**src/rtl/sha3_pkg.sv**
```systemverilog
// Shared types and constants for the SHA3-256 absorb controller.
package sha3_pkg;

  localparam int         RATE_LANES = 17;
  localparam int         LANE_W     = 64;
  localparam logic [7:0] PAD_DOMAIN = 8'h06;
  localparam logic [7:0] PAD_END    = 8'h80;

  typedef enum logic [3:0] {
    IDLE       = 4'd0,
    WAIT_MSG   = 4'd1,
    ABSORB     = 4'd2,
    PAD_LANE   = 4'd3,
    PAD_FINAL  = 4'd4,
    PERM_START = 4'd5,
    PERM_FINAL = 4'd6,
    PERM_WAIT  = 4'd7,
    DONE       = 4'd8
  } state_t;

  // Number of valid bytes in a beat; TKEEP is expected to be contiguous from bit 0.
  function automatic logic [3:0] keep_to_count(input logic [7:0] keep);
    logic [3:0] cnt;
    cnt = 4'd0;
    for (int i = 0; i < 8; i++) begin
      cnt = cnt + 4'(keep[i]);
    end
    return cnt;
  endfunction

endpackage

```
**src/rtl/sha3_absorb_ctrl_if.sv**
```systemverilog
// AXI-Stream message input of the absorb controller.
interface sha3_absorb_ctrl_if;

  logic [sha3_pkg::LANE_W-1:0] S_TDATA;
  logic                        S_TVALID;
  logic                        S_TREADY;
  logic                        S_TLAST;
  logic [7:0]                  S_TKEEP;

  modport master (
    output S_TDATA,
    output S_TVALID,
    output S_TLAST,
    output S_TKEEP,
    input  S_TREADY
  );

  modport slave (
    input  S_TDATA,
    input  S_TVALID,
    input  S_TLAST,
    input  S_TKEEP,
    output S_TREADY
  );

endinterface

```
**src/rtl/sha3_pad_merge.sv**
```systemverilog
// Builds the lane word for one message beat: drops non-kept bytes and, on the
// final beat, ORs in the domain byte and (on the last rate lane) the end bit.
module sha3_pad_merge
  import sha3_pkg::*;
(
  input  logic [LANE_W-1:0] tdata_i,
  input  logic [7:0]        tkeep_i,
  input  logic              last_i,
  input  logic              last_lane_i,
  output logic [LANE_W-1:0] lane_o
);

  logic [3:0] keep_cnt_s;
  logic       partial_last_s;

  assign keep_cnt_s     = keep_to_count(tkeep_i);
  assign partial_last_s = last_i && (keep_cnt_s != 4'd8);

  // Byte-wise mask plus padding; the domain byte lands right after the last kept byte.
  always_comb begin
    lane_o = '0;
    for (int b = 0; b < 8; b++) begin
      lane_o[8*b +: 8] = (tdata_i[8*b +: 8] & {8{tkeep_i[b]}})
                       | ((partial_last_s && (keep_cnt_s == 4'(b))) ? PAD_DOMAIN : 8'h00);
    end
    lane_o[LANE_W-1 -: 8] = lane_o[LANE_W-1 -: 8]
                          | ((partial_last_s && last_lane_i) ? PAD_END : 8'h00);
  end

endmodule

```
**src/rtl/sha3_absorb_ctrl.sv**
```systemverilog
// SHA3-256 absorb sequencer: XORs stream beats into the rate lanes, pads the
// message and launches one Keccak permutation per 1088-bit block.
module sha3_absorb_ctrl #(
  parameter int DATA_WIDTH = sha3_pkg::LANE_W,
  parameter int RATE_LANES = sha3_pkg::RATE_LANES,
  parameter int CNT_WIDTH  = 16
) (
  input  logic                  ACLK,
  input  logic                  ARESET,
  sha3_absorb_ctrl_if.slave     s_axis,
  output logic                  state_clear,
  output logic                  lane_we,
  output logic [4:0]            lane_idx,
  output logic [DATA_WIDTH-1:0] lane_data,
  output logic                  perm_start,
  input  logic                  perm_done,
  output logic                  hash_done,
  output logic                  busy,
  output logic [CNT_WIDTH-1:0]  block_cnt
);

  import sha3_pkg::*;

  localparam logic [4:0] LAST_LANE = 5'(RATE_LANES - 1);

  state_t                state_q, state_d;
  logic [4:0]            lane_cnt_q, lane_cnt_d;
  logic [4:0]            pad_lane_q, pad_lane_d;
  logic                  pad_pending_q, pad_pending_d;
  logic                  final_q, final_d;
  logic [CNT_WIDTH-1:0]  block_cnt_q, block_cnt_d;

  logic                  state_clear_q, state_clear_d;
  logic                  lane_we_q, lane_we_d;
  logic [4:0]            lane_idx_q, lane_idx_d;
  logic [DATA_WIDTH-1:0] lane_data_q, lane_data_d;
  logic                  perm_start_q, perm_start_d;
  logic                  hash_done_q, hash_done_d;
  logic                  busy_q, busy_d;
  logic                  tready_q, tready_d;

  logic                  hs_s;
  logic                  last_lane_s;
  logic                  full_keep_s;
  logic [3:0]            keep_cnt_s;
  logic [LANE_W-1:0]     merged_s;
  logic [CNT_WIDTH-1:0]  block_cnt_inc_s;

  assign hs_s            = s_axis.S_TVALID && tready_q;
  assign last_lane_s     = (lane_cnt_q == LAST_LANE);
  assign keep_cnt_s      = keep_to_count(s_axis.S_TKEEP);
  assign full_keep_s     = (keep_cnt_s == 4'd8);
  assign block_cnt_inc_s = (block_cnt_q == {CNT_WIDTH{1'b1}}) ? block_cnt_q
                                                              : block_cnt_q + CNT_WIDTH'(1);

  sha3_pad_merge u_pad_merge (
    .tdata_i     (s_axis.S_TDATA),
    .tkeep_i     (s_axis.S_TKEEP),
    .last_i      (s_axis.S_TLAST),
    .last_lane_i (last_lane_s),
    .lane_o      (merged_s)
  );

  // State and output registers; reset aborts any message in flight.
  always_ff @(posedge ACLK or posedge ARESET) begin
    if (ARESET) begin
      state_q       <= IDLE;
      lane_cnt_q    <= 5'd0;
      pad_lane_q    <= 5'd0;
      pad_pending_q <= 1'b0;
      final_q       <= 1'b0;
      block_cnt_q   <= '0;
      state_clear_q <= 1'b0;
      lane_we_q     <= 1'b0;
      lane_idx_q    <= 5'd0;
      lane_data_q   <= '0;
      perm_start_q  <= 1'b0;
      hash_done_q   <= 1'b0;
      busy_q        <= 1'b0;
      tready_q      <= 1'b0;
    end else begin
      state_q       <= state_d;
      lane_cnt_q    <= lane_cnt_d;
      pad_lane_q    <= pad_lane_d;
      pad_pending_q <= pad_pending_d;
      final_q       <= final_d;
      block_cnt_q   <= block_cnt_d;
      state_clear_q <= state_clear_d;
      lane_we_q     <= lane_we_d;
      lane_idx_q    <= lane_idx_d;
      lane_data_q   <= lane_data_d;
      perm_start_q  <= perm_start_d;
      hash_done_q   <= hash_done_d;
      busy_q        <= busy_d;
      tready_q      <= tready_d;
    end
  end

  // Next-state and bookkeeping (lane counter, pad lane, pending flags, block count).
  always_comb begin
    state_d       = state_q;
    lane_cnt_d    = lane_cnt_q;
    pad_lane_d    = pad_lane_q;
    pad_pending_d = pad_pending_q;
    final_d       = final_q;
    block_cnt_d   = block_cnt_q;
    case (state_q)
      IDLE: begin
        lane_cnt_d    = 5'd0;
        pad_lane_d    = 5'd0;
        pad_pending_d = 1'b0;
        final_d       = 1'b0;
        block_cnt_d   = '0;
        state_d       = WAIT_MSG;
      end
      WAIT_MSG, ABSORB: begin
        if (!hs_s) begin
          state_d = state_q;
        end else if (!s_axis.S_TLAST) begin
          if (last_lane_s) begin
            lane_cnt_d = 5'd0;
            state_d    = PERM_START;
          end else begin
            lane_cnt_d = lane_cnt_q + 5'd1;
            state_d    = ABSORB;
          end
        end else if (!full_keep_s) begin
          lane_cnt_d = 5'd0;
          state_d    = last_lane_s ? PERM_FINAL : PAD_FINAL;
        end else if (last_lane_s) begin
          // Full final lane: the domain byte has to go into a fresh block.
          lane_cnt_d    = 5'd0;
          pad_pending_d = 1'b1;
          state_d       = PERM_START;
        end else begin
          pad_lane_d = lane_cnt_q + 5'd1;
          lane_cnt_d = 5'd0;
          state_d    = PAD_LANE;
        end
      end
      PAD_LANE: begin
        pad_pending_d = 1'b0;
        state_d       = (pad_lane_q == LAST_LANE) ? PERM_FINAL : PAD_FINAL;
      end
      PAD_FINAL: begin
        state_d = PERM_FINAL;
      end
      PERM_START: begin
        block_cnt_d = block_cnt_inc_s;
        state_d     = PERM_WAIT;
      end
      PERM_FINAL: begin
        block_cnt_d = block_cnt_inc_s;
        final_d     = 1'b1;
        state_d     = PERM_WAIT;
      end
      PERM_WAIT: begin
        if (!perm_done) begin
          state_d = PERM_WAIT;
        end else if (final_q) begin
          state_d = DONE;
        end else if (pad_pending_q) begin
          pad_lane_d = 5'd0;
          state_d    = PAD_LANE;
        end else begin
          state_d = ABSORB;
        end
      end
      DONE: begin
        state_d = IDLE;
      end
      default: begin
        state_d = IDLE;
      end
    endcase
  end

  // Output decode; everything is registered, so ready/busy follow the next state.
  always_comb begin
    state_clear_d = 1'b0;
    lane_we_d     = 1'b0;
    lane_idx_d    = 5'd0;
    lane_data_d   = '0;
    perm_start_d  = 1'b0;
    hash_done_d   = 1'b0;
    tready_d      = (state_d == WAIT_MSG) || (state_d == ABSORB);
    busy_d        = !((state_d == IDLE) || (state_d == WAIT_MSG));
    case (state_q)
      IDLE: begin
        state_clear_d = 1'b1;
      end
      WAIT_MSG, ABSORB: begin
        if (hs_s) begin
          lane_we_d   = 1'b1;
          lane_idx_d  = lane_cnt_q;
          lane_data_d = merged_s;
        end else begin
          lane_we_d = 1'b0;
        end
      end
      PAD_LANE: begin
        lane_we_d   = 1'b1;
        lane_idx_d  = pad_lane_q;
        lane_data_d = (pad_lane_q == LAST_LANE) ? {PAD_END, 48'h0, PAD_DOMAIN}
                                                : {56'h0, PAD_DOMAIN};
      end
      PAD_FINAL: begin
        lane_we_d   = 1'b1;
        lane_idx_d  = LAST_LANE;
        lane_data_d = {PAD_END, 56'h0};
      end
      PERM_START, PERM_FINAL: begin
        perm_start_d = 1'b1;
      end
      DONE: begin
        hash_done_d = 1'b1;
      end
      default: begin
        lane_we_d = 1'b0;
      end
    endcase
  end

  assign s_axis.S_TREADY = tready_q;
  assign state_clear     = state_clear_q;
  assign lane_we         = lane_we_q;
  assign lane_idx        = lane_idx_q;
  assign lane_data       = lane_data_q;
  assign perm_start      = perm_start_q;
  assign hash_done       = hash_done_q;
  assign busy            = busy_q;
  assign block_cnt       = block_cnt_q;

endmodule

```
**src/flat_wrapper.sv**
```systemverilog
// flat-port wrapper written by rule: the top's interface ports become plain ports
module sha3_absorb_ctrl_flat import sha3_pkg::*;
#(
  parameter int DATA_WIDTH = sha3_pkg::LANE_W,
  parameter int RATE_LANES = sha3_pkg::RATE_LANES,
  parameter int CNT_WIDTH  = 16
)
  (ACLK, ARESET, state_clear, lane_we, lane_idx, lane_data, perm_start, perm_done, hash_done, busy, block_cnt, s_axis_S_TDATA, s_axis_S_TVALID, s_axis_S_TLAST, s_axis_S_TKEEP, s_axis_S_TREADY);
  sha3_absorb_ctrl_if s_axis_i ();
  input  logic ACLK;
  input  logic ARESET;
  output logic state_clear;
  output logic lane_we;
  output logic [4:0] lane_idx;
  output logic [DATA_WIDTH-1:0] lane_data;
  output logic perm_start;
  input  logic perm_done;
  output logic hash_done;
  output logic busy;
  output logic [CNT_WIDTH-1:0] block_cnt;
  input wire logic [$bits(s_axis_i.S_TDATA)-1:0] s_axis_S_TDATA;
  input wire logic [$bits(s_axis_i.S_TVALID)-1:0] s_axis_S_TVALID;
  input wire logic [$bits(s_axis_i.S_TLAST)-1:0] s_axis_S_TLAST;
  input wire logic [$bits(s_axis_i.S_TKEEP)-1:0] s_axis_S_TKEEP;
  output wire logic [$bits(s_axis_i.S_TREADY)-1:0] s_axis_S_TREADY;
  assign s_axis_i.S_TDATA = s_axis_S_TDATA;
  assign s_axis_i.S_TVALID = s_axis_S_TVALID;
  assign s_axis_i.S_TLAST = s_axis_S_TLAST;
  assign s_axis_i.S_TKEEP = s_axis_S_TKEEP;
  assign s_axis_S_TREADY = s_axis_i.S_TREADY;
  sha3_absorb_ctrl #(.DATA_WIDTH(DATA_WIDTH), .RATE_LANES(RATE_LANES), .CNT_WIDTH(CNT_WIDTH)) u_core (.ACLK(ACLK), .ARESET(ARESET), .s_axis(s_axis_i), .state_clear(state_clear), .lane_we(lane_we), .lane_idx(lane_idx), .lane_data(lane_data), .perm_start(perm_start), .perm_done(perm_done), .hash_done(hash_done), .busy(busy), .block_cnt(block_cnt));
endmodule
```
**config.mk**
```make
export PLATFORM = sky130hd
export DESIGN_NAME = sha3_absorb_ctrl_flat
export DESIGN_NICKNAME = d
export VERILOG_FILES = /design/src/rtl/sha3_pkg.sv /design/src/rtl/sha3_absorb_ctrl_if.sv /design/src/rtl/sha3_pad_merge.sv /design/src/rtl/sha3_absorb_ctrl.sv /design/src/flat_wrapper.sv
export SDC_FILE = /design/constraint.sdc
export NUM_CORES = 1
export LEC_CHECK = 0
export CORE_MARGIN = 1
export CORE_UTILIZATION = 50
export CTS_BUF_LIST = sky130_fd_sc_hd__clkbuf_8
export DETAILED_ROUTE_END_ITERATION = 12
export HOLD_SLACK_MARGIN = 0.03
export PLACE_DENSITY = 0.87
export RECOVER_POWER = 100
export SYNTH_ARGS = -nofsm -noshare
export SYNTH_HDL_FRONTEND = slang
export SYNTH_SLANG_ARGS = --single-unit
```
**constraint.sdc**
```tcl
create_clock -name ACLK -period 8.3 [get_ports ACLK]
set_input_delay 2.49 -clock ACLK [delete_from_list [all_inputs] [get_ports ACLK]]
set_output_delay 2.49 -clock ACLK [all_outputs]
set_load 0.1 [all_outputs]
```
==> Yosys cells after proc, flatten, opt, wreduce, memory -nomap -nowiden <==
Cells that the tools add are included.
{ "totals": {"regBits": 107, "output_inout_bits": 91, "word_cells": 151} }
{ "classes": {"addsub": 9, "n_eq_ne": 31, "mux": 50, "bitwise_logic": 17, "n_reduce_logical": 30} }
{ "ops": {"columns": ["op", "n"], "rows": [
  ["one-hot mux 64 bit (3 select lines)", 1],
  ["two-way mux 64 bit", 2],
  ["bitwise AND 8 bit", 8],
  ["bitwise OR 8 x 3 -> 8 bit", 8],
  ["two-way mux 5 bit", 11],
  ["== test 4 x 3 -> 1 bit, second input constant", 8],
  ["one-hot mux 16 bit (2 select lines)", 1],
  ["two-way mux 3 bit", 10],
  ["one-hot mux 5 bit (3 select lines)", 2],
  ["adder 4 x 1 -> 4 bit", 6],
  ["one-hot mux 4 bit (6 select lines)", 1],
  ["== test 4 x 2 -> 1 bit, second input constant", 5],
  ["two-way mux 4 bit", 5],
  ["adder 16 x 1 -> 16 bit, second input constant", 1],
  ["== test 16 bit, second input constant", 1],
  ["two-way mux 16 bit", 1],
  ["== test 4 x 1 -> 1 bit, second input constant", 3],
  ["zero test 4 bit", 3],
  ["logical AND 1 bit", 11],
  ["== test 5 bit, second input constant", 2],
  ["inequality test 2 bit, second input constant", 5],
  ["one-hot mux 5 bit (2 select lines)", 1],
  ["two-way mux 1 bit", 9],
  ["== test 4 bit, second input constant", 2],
  ["16 further kinds", 30]
]} }

==> Depth between registers and ports, before layout <==
Gate-level depths: netlist of the first run.
{ "logic_depth": {"ltp_word": 15, "depth_mapped": 16} }

==> Hierarchy <==
A second synthesis of the first run with hierarchy kept.
{ "hier_totals": {"cells_unflattened": 500, "hier_area_um2": 5142.4} }
{ "modules_own_cells": {"columns": ["module", "instances", "cells_each", "area_per_inst_um2", "seq_area_each_um2"], "rows": [
  ["sha3_absorb_ctrl", 1, 392, 4463.0, 2677.6],
  ["sha3_pad_merge", 1, 108, 679.4, 0.0]
]} }

==> Worst setup path after synthesis of the first run <==
OpenSTA, ideal clock, no wires.
{ "synth_path": {"path_kind": "input to register", "from": "input port s_axis_S_TKEEP[0]", "to": "register u_core.pad_lane_q[0]", "setup_time_ns": 0.125, "t_arrival_ns": 5.871, "required_time_ns": 8.175, "slack_ns": 2.304, "cell_stages": 13, "n_path_buf": 1, "cell_sequence": "ha_1 > inv_1 > fa_1 > fa_1 > inv_1 > fa_1 > fa_1 > nor2_1 > and4b_1 > buf_2 > a41oi_1 > nor3_2 > mux2_2"} }
{ "synth_between": {"elab_chain_cells": 10} }
{ "synth_rtl": {"columns": ["element", "line", "rtl"], "rows": [
  ["start: declaration", "flat_wrapper.sv:24", "input wire logic [$bits(s_axis_i.S_TKEEP)-1:0] s_axis_S_TKEEP;"],
  ["adder 1 x 1 -> 2 bit", "sha3_pkg.sv:26", "cnt = cnt + 4'(keep[i]);"],
  ["adder 4 x 1 -> 4 bit (6 in series)", "sha3_pkg.sv:26", null],
  ["== test 4 bit", "sha3_absorb_ctrl.sv:52", "assign full_keep_s = (keep_cnt_s == 4'd8);"],
  ["inequality test 2 x 1 -> 1 bit (no source line)", null, null],
  ["AND reduction 8 bit (no source line)", null, null],
  ["end signal: assignment", "sha3_absorb_ctrl.sv:84", "pad_lane_q <= pad_lane_d;"],
  ["end: declaration", "sha3_absorb_ctrl.sv:28", "logic [4:0] pad_lane_q, pad_lane_d;"]
]} }
No other way between the ends.
A chain may end at the register's enable or synchronous reset.

==> Worst setup path after layout of the first run <==
{ "layout_path": {"from": "input port s_axis_S_TKEEP[1]", "to": "register u_core.pad_lane_q[3]"} }
The elaborated chain is that of the path after synthesis.

==> flow_metrics.tcl, run 1 <==
set metrics [dict create \
    gp_congestion 0.879 \
    ys.flop_type "dfrtp_1" \
    min_period_ns 6.83 \
    wire_per_inst_um 18.1 \
    synth_edf_count 0 \
    cts-root-buf "clkbuf_8" \
    cts_resized 0 \
    crit_top_cell "fa_1" \
    fmax_mhz 147 \
    violations "max-capacitance violations, max-slew violations" \
    synthXorXnorAreaFrac_pct 2.76 \
    crit_slowest_cell "dlygate4sd3_1" \
    reg2regPathDepth 6 \
    cap_violations 2 \
    instances_no_fill 707 \
    syn_area_per_cell_sq_um 10.8 \
    yosys.area.top_type_share_pct 57.4 \
    synthSimpleGateAreaFrac_pct 21.9 \
    cts_max_path_buffers 2 \
    maxSlewViolCount 108 \
    synth_fa_ha_area_share_pct 3.81 \
    worstMarginPinSlew_ns 2.20 \
    yosys.area.top_type "dfrtp_1" \
    yosys-top-cells-area "dfrtp_1 57%, and3_1 7.1%, a21oi_1 3.3%" \
    post_cts_buffers 0 \
    dp.cells 692 \
    drcViolationCount 0 \
    crit_chain "dlygate4sd3_1 -> ha_1 -> inv_1 -> fa_1 -> fa_1 -> inv_1 -> fa_1 -> fa_1 -> nor2_1 -> and4b_1 -> a41oi_1 -> nor3_1 -> mux2_2" \
    critical_path.top_delay_family "adder cells" \
    cp-start-kind "input port" \
    grt_pass1_vias 4038 \
    grt_max_degree 59 \
    path_class "input port to flip-flop" \
    ys_types 56 \
    cp_slowest_stage_delay_ns 0.69 \
    clkLatencyLatePin_ns 0.36 \
    worst-path-buf-inv 3 \
    routed_via_density 5.67 \
    initial_core_util_pct 52.4 \
    drt_first_pass_iters 5 \
    vias 4010 \
    power.ir.vdd_worst_uv 260 \
    hold_depth 1 \
    yosys_warnings 0 \
    rsz0062_at_grt "false" \
    yosysMostFrequentCell "dfrtp_1" \
    final-setup-viol-count 0 \
    num_rows 34 \
    ys_async_sr_fraction_pct 100 \
    netlist_area_sq_mm 0.00466 \
    yosysSeqAreaShare_pct 57.4 \
    diodes 0 \
    cp_max_fo 9 \
    synth_compound_area_share_pct 8.96 \
    yosys-top-cells-count "107 x dfrtp_1, 53 x and3_1, 41 x nand2_1" \
    critPathRequiredTime_ns 8.55 \
    cts_buffers 9 \
    ant_nets 0 \
    final_layout_size_suffix_gt1_share_pct 4.17 \
    finClkSkew_ns 0.0121 \
    end_kind "flip-flop" \
    p_per_area_mw_per_mm2 233 \
    dr.first_iter.drc_count 151 \
    dieArea_sq_mm 0.00972 \
    final_net_count 683 \
    synth_top_family_by_area "simple AND/OR/NAND/NOR gates" \
    antenna_found_initial 0 \
    overflow 0 \
    path_depth 13 \
    finalCritPeriodShare_pct 82.2 \
    clock-sinks 107 \
    outcome "finished with violations" \
    grt_pass1_wl_um 20600 \
    core_area_sq_mm 0.00889 \
    port_buffers 167 \
    leakage_nw 3.37 \
    pin_count 168 \
    track_usage_pct 27.3 \
    clkTransAtPathRegs_ns 0.10 \
    die_w_um 98.6 \
    cts_tree "built" \
    max_slew_margin_pct -47.3 \
    die_h_um 98.6 \
    synthToLayoutAreaGrowth_pct 40.4 \
    finalHoldViolations 0 \
    synthCells 433 \
    arrival_ns 7.07 \
    drt_wl_total_um 12800 \
    hpwl_um 9390 \
    htree_levels 3 \
    synth_seq_cells 107 \
    synth_nets 521 \
    setup_tns_ns 0 \
    hp-class "flip-flop to flip-flop" \
    hold_buffers 0 \
    muxShareOfSynthArea_pct 2.12 \
]
logic make-up (layout without fill, tap and decap cells):
family / count (synthesis) / after routing
flops: 107 / 107
fa+ha+maj: 12 / 12
xor+xnor: 13 / 13
compound gates: 70 / 70
simple gates: 190 / 190
mux: 8 / 8
buf+inv: 33 / 199
path summary, 6_finish.rpt:
path	from	end	slack (ns)
max in group asynchronous	ARESET	u_core.lane_data[58]	3.61
min in group asynchronous	ARESET	u_core.block_cnt[9]	3.17
min	u_core.pad_lane_q[2]	u_core.lane_idx[2]	0.54
max	s_axis_S_TKEEP[1]	u_core.pad_lane_q[3]	1.47
min reg2reg	u_core.pad_lane_q[2]	u_core.lane_idx[2]	0.54
max reg2reg	u_core.state_q[1]	u_core.s_axis.S_TREADY	4.91
layout by cell type (no fill, tap or decap), types with 2 or more instances in the layout:
cell             instances
clkinv_4                 2
clkdlybuf4s50_1         72
or4_1                    2
a22o_1                   2
nand3b_1                 2
clkbuf_8                 9
xor2_1                   7
fa_1                     4
dlygate4sd3_1           95
nor2b_1                  5
a21o_1                   2
and4_1                   3
or3_1                    2
inv_1                   14
dfrtp_1                107
mux2i_1                  2
or2_0                    2
a211oi_1                 2
and2_1                   2
nand3_1                 27
mux2_2                   5
a21oi_1                 31
nand2b_1                 6
nand2_1                 41
and3_1                  53
nor3_1                   5
nor2_1                  28
nand4_1                  5
o21ai_0                 17
o211ai_1                 4
xnor2_1                  5
o22ai_1                  2
ha_1                     7
layer usage:
metal  global-route usage, %  up-vias  share of wire [%]
li1                        -     1836                  -
met3                    5.82       20                6.9
met4                    8.73        0                2.0
met2                    48.0      183                 51
met5                       0        -                  0
met1                    33.8     1971                 40
layout make-up:
class,count,area (sq um)
Clock buffer,9,124
Sequential cell,107,2680
Tap cell,108,135
Timing Repair Buffer,169,1680
Multi-Input combinational cell,293,1820
Inverter,15,57.6
Fill cell,621,2340
Clock inverter,6,50.0
metrics by stage:
step / area [sq um] / total power [W] / hold WS (ns) / worst slack [ns] / util [%]
6_report: 6550 / 0.00153 / 0.538 / 1.47 / 73.6
5_1_grt: 6550 / 0.00161 / 0.570 / 1.32 / 73.6
4_1_cts: 6580 / 0.00155 / 0.538 / 1.81 / 74.0
3_5_place_dp: 6410 / 0.00126 / 0.509 / 1.43 / 72.1
3_3_place_gp: 6410 / 0.00124 / 0.498 / 1.55 / 72.1
2_1_floorplan: 4660 / 0.00109 / 0.468 / 2.30 / -
sequential cells by signal, indices dropped and copies added, names as in the netlist:
register                cells
u_core.perm_start           1
u_core.final_q              1
u_core.pad_lane_q           5
u_core.block_cnt           16
u_core.hash_done            1
u_core.busy                 1
u_core.pad_pending_q        1
u_core.lane_idx             5
u_core.state_q              4
u_core.s_axis.S_TREADY      1
u_core.lane_cnt_q           5
u_core.lane_we              1
u_core.state_clear          1
u_core.lane_data           64
where the power goes:
part / internal [W] / leakage [nW] / switching [W]
Clock: 0.000111 / 0.0876 / 0.000183
Combinational: 0.000173 / 1.81 / 0.000429
Sequential: 0.000567 / 1.47 / 0.0000646
Total: 0.000852 / 3.37 / 0.000676
Power figures use the tool's default switching activity.
==> run 2, diff against run 1 <==
--- a/config.mk
+++ b/config.mk
@@ -6,11 +6,11 @@
 export NUM_CORES = 1
 export LEC_CHECK = 0
 export CORE_MARGIN = 1
-export CORE_UTILIZATION = 50
+export CORE_UTILIZATION = 46
 export CTS_BUF_LIST = sky130_fd_sc_hd__clkbuf_8
 export DETAILED_ROUTE_END_ITERATION = 12
 export HOLD_SLACK_MARGIN = 0.03
-export PLACE_DENSITY = 0.87
+export PLACE_DENSITY = 0.81
 export RECOVER_POWER = 100
 export SYNTH_ARGS = -nofsm -noshare
 export SYNTH_HDL_FRONTEND = slang
==> constraint.sdc (replaced) <==
create_clock -name ACLK -period 6.3 [get_ports ACLK]
set_input_delay 1.89 -clock ACLK [delete_from_list [all_inputs] [get_ports ACLK]]
set_output_delay 1.89 -clock ACLK [all_outputs]
set_load 0.1 [all_outputs]
==> run 2 against run 1 <==
Effect of this change: the flow still finishes with violations (max-capacitance violations, max-slew violations); wire length decreased by 2.8%; register-to-register slack got worse by 2.0 ns; first-iteration DRC count is 18% lower; critical path depth did not move; clock power increased by 40%; hold slack better by 0.0041 ns; largest cell class unchanged.
==> flow_metrics.tcl, run 2 (synthesis gave the netlist of run 1 again) <==
set metrics [dict create \
    fin_util_pct 67.5 \
    cap_violations 2 \
    mostFrequentLayoutCells "107 x dfrtp_1, 94 x dlygate4sd3_1, 73 x clkdlybuf4s50_1" \
    finalCritPeriodShare_pct 92.9 \
    post_cts_buffers 0 \
    drt_wl_total_um 12400 \
    final_common_cell "dfrtp_1" \
    hp-class "flip-flop to flip-flop" \
    cts_buffers 9 \
    cts-root-buf "clkbuf_8" \
    vias 3943 \
    critPathRequiredTime_ns 6.56 \
    setup_tns_ns 0 \
    crit_end "u_core.pad_lane_q[0]" \
    cts_max_path_buffers 2 \
    track_usage_pct 24.1 \
    hpwl_um 9190 \
    fmax_mhz 171 \
    outcome "finished with violations" \
    worstMarginPinSlew_ns 2.89 \
    grt_pass1_vias 3829 \
    reg2regPathDepth 6 \
    cp-start-kind "input port" \
    antenna_found_initial 0 \
    core_area_sq_mm 0.00982 \
    leakage_nw 3.41 \
    routed_via_density 5.35 \
    r2r-end "u_core.s_axis.S_TREADY" \
    clkLatencyLatePin_ns 0.37 \
    grt_max_degree 67 \
    cp-startpoint "s_axis_S_TKEEP[0]" \
    dr.first_iter.drc_count 124 \
    die_h_um 103 \
    cp_max_fo 5 \
    finClkSkew_ns 0.00612 \
    clkTransAtPathRegs_ns 0.09 \
    drcViolationCount 0 \
    pin_count 168 \
    p_per_area_mw_per_mm2 308 \
    r2r_slack_ns 2.89 \
    power.ir.vdd_worst_uv 285 \
    hold_buffers 0 \
    die_w_um 103 \
    final-setup-viol-count 0 \
    num_rows 36 \
    place_ws_ns 0.0956 \
    arrival_ns 6.11 \
    drt_first_pass_iters 4 \
    maxSlewViolCount 124 \
    num-fill-cells 776 \
    setup_ws_ns 0.448 \
    final_net_count 687 \
    max_slew_margin_pct -93.9 \
    overflow 0 \
    clock-sinks 107 \
    min_period_ns 5.85 \
    ant_nets 0 \
    dieArea_sq_mm 0.0105 \
    initial_core_util_pct 47.5 \
    cts_tree "built" \
    gp_congestion 0.894 \
    final_layout_size_suffix_gt1_share_pct 4.47 \
    grt_pass1_wl_um 19000 \
    largest_reg_flops 64 \
    diodes 0 \
    violations "max-capacitance violations, max-slew violations" \
    hold-worst-slack_ns 0.542 \
    cts_resized 0 \
    hold_depth 1 \
    end_kind "flip-flop" \
    r2r-start "u_core.state_q[3]" \
    rsz0062_at_grt "false" \
    synthToLayoutAreaGrowth_pct 42.0 \
    path_class "input port to flip-flop" \
    htree_levels 3 \
    wire_per_inst_um 16.8 \
    finalHoldViolations 0 \
    port_buffers 167 \
]
## run 2: worst min path at each step
stage	start	end	slack, ns
6_report	u_core.block_cnt[2]	u_core.block_cnt[2]	0.54
5_1_grt	u_core.pad_lane_q[2]	u_core.lane_idx[2]	0.57
4_1_cts	u_core.pad_lane_q[2]	u_core.lane_idx[2]	0.54
3_5_place_dp	u_core.pad_lane_q[3]	u_core.lane_idx[3]	0.51
3_3_place_gp	u_core.pad_lane_q[3]	u_core.lane_idx[3]	0.52
2_1_floorplan	u_core.pad_lane_q[0]	u_core.lane_idx[0]	0.47
## run 2: worst max-delay path, cell delays in order
cell and delay [ns]:
clkdlybuf4s50_1 0.44, ha_1 0.34, inv_1 0.08, fa_1 0.42
fa_1 0.49, inv_1 0.05, fa_1 0.40, fa_1 0.51
nor2_1 0.22, and4b_1 0.35, a41oi_1 0.17, nor3_2 0.36
mux2_2 0.39
## run 2: power breakdown
part	internal (W)	switching [W]	total (W)	leakage (nW)
combinational	0.000231	0.000568	0.000799	1.83
clock	0.000189	0.000223	0.000412	0.111
sequential	0.000748	0.0000806	0.000828	1.47
## run 2: cell type report
class                      count  area, sq um  share of cell area (%)
sequential                   107         2680                    40.4
tap                          133          166                    2.51
clock inverter                 6         50.0                   0.756
multi-input combinational    293         1820                    27.5
timing repair buffer         173         1710                    25.8
clock buffer                  10          138                    2.08
inverter                      15         57.6                   0.869
## run 2: through the flow
step / instances / power [W] / cell area (sq um)
2_1_floorplan: 433 / 0.00143 / 4660
3_3_place_gp: 721 / 0.00164 / 6470
3_5_place_dp: 721 / 0.00166 / 6470
4_1_cts: 737 / 0.00207 / 6660
5_1_grt: 737 / 0.00214 / 6620
6_report: 737 / 0.00204 / 6620
## run 2: routing by layer
metal | wire (um) | global-route usage, % | up-vias
met5 | 0 | 0 | -
met4 | 192 | 10.8 | 0
met3 | 774 | 4.34 | 19
met2 | 6490 | 42.8 | 147
met1 | 4970 | 28.4 | 1929
li1 | - | - | 1848
==> run 3, diff against run 2 <==
--- a/config.mk
+++ b/config.mk
@@ -5,6 +5,7 @@
 export SDC_FILE = /design/constraint.sdc
 export NUM_CORES = 1
 export LEC_CHECK = 0
+export CAP_MARGIN = 20
 export CORE_MARGIN = 1
 export CORE_UTILIZATION = 46
 export CTS_BUF_LIST = sky130_fd_sc_hd__clkbuf_8
@@ -12,6 +13,7 @@
 export HOLD_SLACK_MARGIN = 0.03
 export PLACE_DENSITY = 0.81
 export RECOVER_POWER = 100
+export SKIP_CTS_REPAIR_TIMING = 1
 export SYNTH_ARGS = -nofsm -noshare
 export SYNTH_HDL_FRONTEND = slang
 export SYNTH_SLANG_ARGS = --single-unit
==> results of run 3 <==
No change in the layout: final DEF, timing and power equal those of run 2.
